**config.mk**
```make
export PLATFORM = sky130hd
export DESIGN_NAME = bram_port_arbiter
export DESIGN_NICKNAME = d
export VERILOG_FILES = /design/src/rtl/bram_port_arbiter.sv
export SDC_FILE = /design/constraint.sdc
export NUM_CORES = 1
export LEC_CHECK = 0
export ABC_AREA = 1
export CAP_MARGIN = 20
export CORE_MARGIN = 1
export CORE_UTILIZATION = 37
export DETAILED_ROUTE_END_ITERATION = 12
export HOLD_SLACK_MARGIN = 0.08
export PLACE_DENSITY_LB_ADDON = 0.15
export SLEW_MARGIN = 20
export SYNTH_ARGS = -nofsm -noshare
export SYNTH_HDL_FRONTEND = slang
export SYNTH_SLANG_ARGS = --single-unit
```
**constraint.sdc**
```tcl
create_clock -name clk -period 1.25 [get_ports clk]
set_clock_uncertainty 0.2 [all_clocks]
set_input_delay 0.25 -clock clk [delete_from_list [all_inputs] [get_ports clk]]
set_output_delay 0.25 -clock clk [all_outputs]
set_load 0.05 [all_outputs]
```
**src/rtl/bram_port_arbiter.sv**
```systemverilog
// ---------------------------------------------------------------------------
// bram_port_arbiter
//
// Shares one single-port BRAM (bypass read mode, one cycle read latency)
// between two requesters: port 0 (CPU fetch) and port 1 (debug dumper).
// Accesses are serialised, one every three clocks: IDLE -> ACCESS -> WAIT.
//
// Ports
//   clk, RESET_n                 system clock, asynchronous active-low reset
//   reqN/weN/addrN/wdataN        port N request (level), write enable,
//                                address and write data; held until gntN
//   gntN                         one-cycle grant pulse (the ACCESS cycle)
//   ackN                         one-cycle completion pulse (the IDLE cycle
//                                after WAIT)
//   rdataN                       read data, valid from ackN, held until the
//                                next port N read completes
//   busy                         high whenever the FSM is not in IDLE
//   bram_ad/bram_di/bram_wre     registered BRAM address, data, write enable
//   bram_ce                      BRAM clock enable, high in ACCESS only
//   bram_do                      BRAM data out, valid in the WAIT cycle
// ---------------------------------------------------------------------------
module bram_port_arbiter #(
  parameter int AW         = 11,
  parameter int DW         = 8,
  parameter bit FIXED_PRIO = 1'b0
) (
  input  logic          clk,
  input  logic          RESET_n,
  input  logic          req0,
  input  logic          we0,
  input  logic [AW-1:0] addr0,
  input  logic [DW-1:0] wdata0,
  output logic          gnt0,
  output logic          ack0,
  output logic [DW-1:0] rdata0,
  input  logic          req1,
  input  logic          we1,
  input  logic [AW-1:0] addr1,
  input  logic [DW-1:0] wdata1,
  output logic          gnt1,
  output logic          ack1,
  output logic [DW-1:0] rdata1,
  output logic          busy,
  output logic [AW-1:0] bram_ad,
  output logic [DW-1:0] bram_di,
  output logic          bram_wre,
  output logic          bram_ce,
  input  logic [DW-1:0] bram_do
);

  typedef enum logic [1:0] {
    S_IDLE   = 2'd0,
    S_ACCESS = 2'd1,
    S_WAIT   = 2'd2
  } state_e;

  state_e        state_q, state_d;

  logic          gnt0_q, gnt1_q;
  logic          ack0_q, ack1_q;
  logic [DW-1:0] rdata0_q, rdata1_q;
  logic [AW-1:0] bram_ad_q;
  logic [DW-1:0] bram_di_q;
  logic          bram_wre_q;
  logic          owner_q;       // port currently being served
  logic          op_we_q;       // current access is a write
  logic          last_owner_q;  // port granted most recently (round-robin)

  logic          any_req;
  logic          win1;          // 1 = port 1 wins this arbitration

  assign any_req = req0 | req1;

  // Winner selection. A lone requester always wins; on a tie the port that
  // was not served last wins, unless fixed priority hands it to port 0.
  always_comb begin
    // NOTE: every combinational output gets a default first so no path
    // leaves it unassigned, which would otherwise infer a latch.
    win1 = 1'b0;
    if (req0 && req1) begin
      win1 = FIXED_PRIO ? 1'b0 : ~last_owner_q;
    end else begin
      win1 = req1;
    end
  end

  // ---------------- FSM: state register ----------------
  always_ff @(posedge clk or negedge RESET_n) begin
    if (!RESET_n) begin
      // NOTE: sequential state uses non-blocking assignments so every
      // register samples pre-edge values, independent of statement order.
      state_q <= S_IDLE;
    end else begin
      state_q <= state_d;
    end
  end

  // ---------------- FSM: next-state logic ----------------
  always_comb begin
    state_d = state_q;
    case (state_q)
      S_IDLE:   if (any_req) state_d = S_ACCESS;
      S_ACCESS: state_d = S_WAIT;
      S_WAIT:   state_d = S_IDLE;
      default:  state_d = S_IDLE;
    endcase
  end

  // ---------------- FSM: state-decoded outputs ----------------
  always_comb begin
    busy    = (state_q != S_IDLE);
    bram_ce = (state_q == S_ACCESS);
  end

  // ---------------- Registered datapath ----------------
  // gnt/ack are single-cycle pulses: cleared every cycle unless re-set.
  always_ff @(posedge clk or negedge RESET_n) begin
    if (!RESET_n) begin
      gnt0_q       <= 1'b0;
      gnt1_q       <= 1'b0;
      ack0_q       <= 1'b0;
      ack1_q       <= 1'b0;
      rdata0_q     <= '0;
      rdata1_q     <= '0;
      bram_ad_q    <= '0;
      bram_di_q    <= '0;
      bram_wre_q   <= 1'b0;
      owner_q      <= 1'b0;
      op_we_q      <= 1'b0;
      last_owner_q <= 1'b1;
    end else begin
      gnt0_q <= 1'b0;
      gnt1_q <= 1'b0;
      ack0_q <= 1'b0;
      ack1_q <= 1'b0;
      case (state_q)
        S_IDLE: begin
          if (any_req) begin
            bram_ad_q    <= win1 ? addr1  : addr0;
            bram_di_q    <= win1 ? wdata1 : wdata0;
            bram_wre_q   <= win1 ? we1    : we0;
            op_we_q      <= win1 ? we1    : we0;
            owner_q      <= win1;
            last_owner_q <= win1;
            gnt0_q       <= ~win1;
            gnt1_q       <= win1;
          end else begin
            bram_wre_q <= 1'b0;
          end
        end
        S_ACCESS: begin
          // The BRAM has sampled WRE at this edge; drop it so it is only
          // ever seen high alongside CE.
          bram_wre_q <= 1'b0;
        end
        S_WAIT: begin
          bram_wre_q <= 1'b0;
          if (!op_we_q) begin
            if (owner_q) rdata1_q <= bram_do;
            else         rdata0_q <= bram_do;
          end
          ack0_q <= ~owner_q;
          ack1_q <= owner_q;
        end
        default: begin
          bram_wre_q <= 1'b0;
        end
      endcase
    end
  end

  assign gnt0     = gnt0_q;
  assign gnt1     = gnt1_q;
  assign ack0     = ack0_q;
  assign ack1     = ack1_q;
  assign rdata0   = rdata0_q;
  assign rdata1   = rdata1_q;
  assign bram_ad  = bram_ad_q;
  assign bram_di  = bram_di_q;
  assign bram_wre = bram_wre_q;

endmodule

```
Word-level counts from Yosys, hierarchy flattened

Cells that the tools add are included.

Equal/unequal tests: 3
Mux-type cells: 14
Bitwise gates (word level): 5
Reductions and logical operators: 6

Operators with widths:

| cell                 | number |
|---|---|
| $mux W11             | 1 |
| $mux W1              | 10 |
| $mux W8              | 1 |
| $reduce_and A3 Y1    | 2 |
| $not A1 Y1           | 4 |
| $pmux W2 S2          | 1 |
| $eq A2 B1 Y1 const B | 1 |
| $eq A2 B2 Y1 const B | 1 |
| $logic_not A2 Y1     | 1 |
| $mux W2              | 1 |
| $ne A2 B2 Y1 const B | 1 |
| $reduce_and A2 Y1    | 1 |
| $reduce_bool A2 Y1   | 1 |
| $logic_and A1 B1 Y1  | 1 |
| $or A1 B1 Y1         | 1 |

Flip-flop bits (word level): 45
Input port bits: 52

Longest topological paths before layout

Word-level depth: 5
Mapped depth: 7
Depth with buffers taken out: 6

Worst setup path before layout

No wires, ideal clock.

Kind: flip-flop to output port
Start point: reg state_q[0]
End point: out bram_ce
Arrival: 1.085 ns
Data required time: 0.800 ns
Slack: -0.285 ns
Stages on the path, launching flop included: 3
Path buffers: 0
Cells stage by stage: dfrtp_1 inv_2 nor2_1

Longest elaborated chain between the ends: 1

RTL lines:

| element                | RTL line | source |
|---|---|---|
| from (decl)            | 57       | `state_e state_q, state_d;` |
| from (signal assigned) | 94       | `state_q <= state_d;` |
| $eq A2 B1 Y1           | 112      | `bram_ce = (state_q == S_ACCESS);` |
| to (decl)              | 47       | `output logic bram_ce,` |

No other way between the ends.

Worst setup path in the final report

Start point: reg state_q[1]
End point: out bram_ce

Same word-level chain as after synthesis.

==> key figures <==
Outcome
  – Outcome: finished, violations left
  – Violated checks: negative setup slack

Cells and area
  – Final net count: 433
  – Diodes inserted: 0
  – Final instance area: 4330 um^2
  – Seq. cell area: roughly 1100 um^2
  – Util after Layout: 82.6%
  – Fillers: ~280
  – Non-Filler Instances: 452
  – P&R area growth vs syn: 110%
  – Area of the multi-input gates: 1060 um^2
  – Share of layout cells above drive strength 1: 46.6%

Synthesis
  – Yosys cell types: 19
  – Syn Area/Cell: 8.43 um^2
  – Synth Warn #: 0
  – Prevailing post-synth register cell: dfrtp_1
  – Synth top area cells: dfrtp_1 54%, nand2_1 18%, nand3_1 4.9%
  – Largest area contributor in the netlist: dfrtp_1
  – Sequential element share of the synthesized area: 54.8%
  – Synth cell count leaders: 96 x nand2_1, 44 x dfrtp_1, 25 x inv_1
  – Async set-or-reset flop fraction in the synthesized netlist: 100%
  – Top-area cell type share of the netlist area: 53.5%
  – Post-Synthesis Cells: 244
  – #FFs+latches synth: 45
  – Syn_nets: 296
  – Number of synthesized flops with an enable pin: 0
  – Most common cell in the synthesized netlist: nand2_1
  – Synthesized area: 2060 um^2

GRT
  – Met2 GRT Util: 38.9%
  – Most used routing layer: met2
  – GR Util met1: about a quarter
  – Pin count of the biggest net entering global routing: 21
  – Met3 usage: 5.39%
  – Total GRT Usage: 21.2%
  – First-pass GRT wire length: 9870 um
  – Vias in the first global route: 2100
  – Initial antenna violation count: 0
  – Grt ovf: 0

Floorplanning
  – DIE WIDTH: 76.6 um
  – Die Outline Area: a little under 6000 um^2
  – Initial Util: 39.3%
  – Die height: 76.6 um
  – Rows: 26
  – CORE AREA: ~5200 um^2
  – Ports: 94

Clocking
  – CTS tree: yes
  – Worst-Skew Late Latency: ~290 ps
  – CTS root buffer: clkbuf_8
  – Clock Sinks: 45
  – Clk pin slew, worst setup/hold paths: ~100 ps
  – CTS max path bufs: 2
  – H-tree Lvls: 2
  – CTS buffer count: 5

Detailed routing
  – DRT iter0 DRCs: slightly below 70
  – Vias per cell: 4.80
  – Via count: ~2200
  – DRT antenna net count: 0
  – DR WL/cell: between 10 and 15 um
  – Final wirelength: 6670 um
  – DRT Pass-1 Iters: 4
  – Drt drc: 0

Setup path
  – CP Max Fanout: 2
  – CP max stage cell: dfrtp_1
  – WP data arrival: 1060 ps
  – CP Capture Type: primary output
  – CP max stage delay: 410 ps
  – Worst EP required: ~800 ps
  – Worst Setup Start Kind: flop
  – Setup CP Type: reg -> out
  – Critical path cell sequence: buf_6 -> nor2_4 -> buf_12

Place
  – Detail Placement HPWL: 3920 um
  – DP Area: 3580 um^2
  – Routability cong.: 0.757
  – Inst Count DP: 409
  – I/O Buffers: 93
  – DP Worst Slack: -424 ps

Pwr
  – Pleak: 2.08 nW
  – Maximum VDD drop: 1540 uV
  – Final Power: 12.8 mW
  – PD cells: 2950 nW/um^2

STA
  – Final worst path period share: 121%
  – TNS Setup: -11130 ps
  – PnR worst setup slack: -256 ps
  – Max Freq: 0.664 GHz
  – Min cycle time layout: 1510 ps
  – Max-slew violations: 0
  – Final Setup Violations: 86
  – Final Hold Fails: 0
  – Unrepaired setup endpoints after global routing: yes
  – Hold WS: 155 ps
  – Slew headroom: 79.9%
  – Worst slew pin tran: 301 ps

Run
  – Number of max-cap violations: 0

Worst hold path
  – Min-Delay Path Class: in -> async
power by group:
| part | switching (mW) | internal [mW] | leakage [nW] |
|---|---|---|---|
| sequential | 0.802 | 2.17 | 0.553 |
| clock | 0.518 | 0.404 | 0.0447 |
| combinational | 4.59 | 4.29 | 1.48 |
worst paths after layout:
kind | start | endpoint | slack, ps | depth (start not counted)
worst max-delay path | state_q[1] | bram_ce | -260 | 3
min in group clk | bram_do[5] | rdata0[5] | 310 | 3
worst min-delay path | RESET_n | gnt0 | 150 | 2
max in group asynchronous | RESET_n | bram_di[6] | 290 | 3
worst max register to register | state_q[0] | bram_di[3] | -260 | 8
worst min register to register | owner_q | ack0 | 320 | 1
registers in the layout, indices dropped and copies added, names as in the netlist:
signal / cells
state_q: 2
gnt0: 1
gnt1: 1
bram_ad: 11
bram_di: 8
op_we_q: 1
bram_wre: 1
rdata1: 8
ack0: 1
owner_q: 1
ack1: 1
rdata0: 8
last_owner_q: 1
layer usage:
layer	share of wire, %	routed length (um)	up-vias
li1	-	-	1026
met1	38	2510	1059
met2	56	3740	74
met3	5.0	331	9
met4	1.4	95	0
met5	0	0	-
cells in the final DEF, fill, tap and decap left out, drive strengths merged, types with 5 or more instances in the layout:
cell type / synthesis / final
nand2: 99 / 101
inv: 28 / 31
nand3b: 12 / 12
dfrtp: 44 / 44
clkdlybuf4s50: 0 / 50
nand3: 20 / 20
buf: 10 / 87
clkbuf: 2 / 5
o21ai: 17 / 17
nor2: 11 / 11
worst max-delay path, delay by kind of cell (launching register included):
kind                   cells  cell delay, ps
buffers and inverters      2             270
flip-flops                 1             410
AND/OR/NAND/NOR            1              90
cell type report:
type                    instances  share of cell area, %
clock inverters                 3                  0.579
repair inverters                2                  0.636
clock buffers                   5                   1.59
well taps                      70                   2.02
multi-input cells             161                   24.5
inverters                      28                   2.83
flip-flops and latches         45                   26.1
repair buffers                138                   41.7
cell families (layout without fill, tap and decap cells):
logic type / count (synthesis) / count (layout) / share of synthesized area (%)
flops: 45 / 45 / 54.8
compound gates: 17 / 17 / 4.14
buf+inv: 40 / 176 / 9.98
simple gates: 142 / 144 / 31.1
what timing repair did:
action,in CTS,in global routing
gates resized for setup,45,58
setup buffers,11,19
hold buffers,1,0
endpoints found under the setup margin,83,86
endpoints found under the hold margin,45,0
pin swaps,33,17
cloned,3,2
Power figures use the tool's default switching activity.
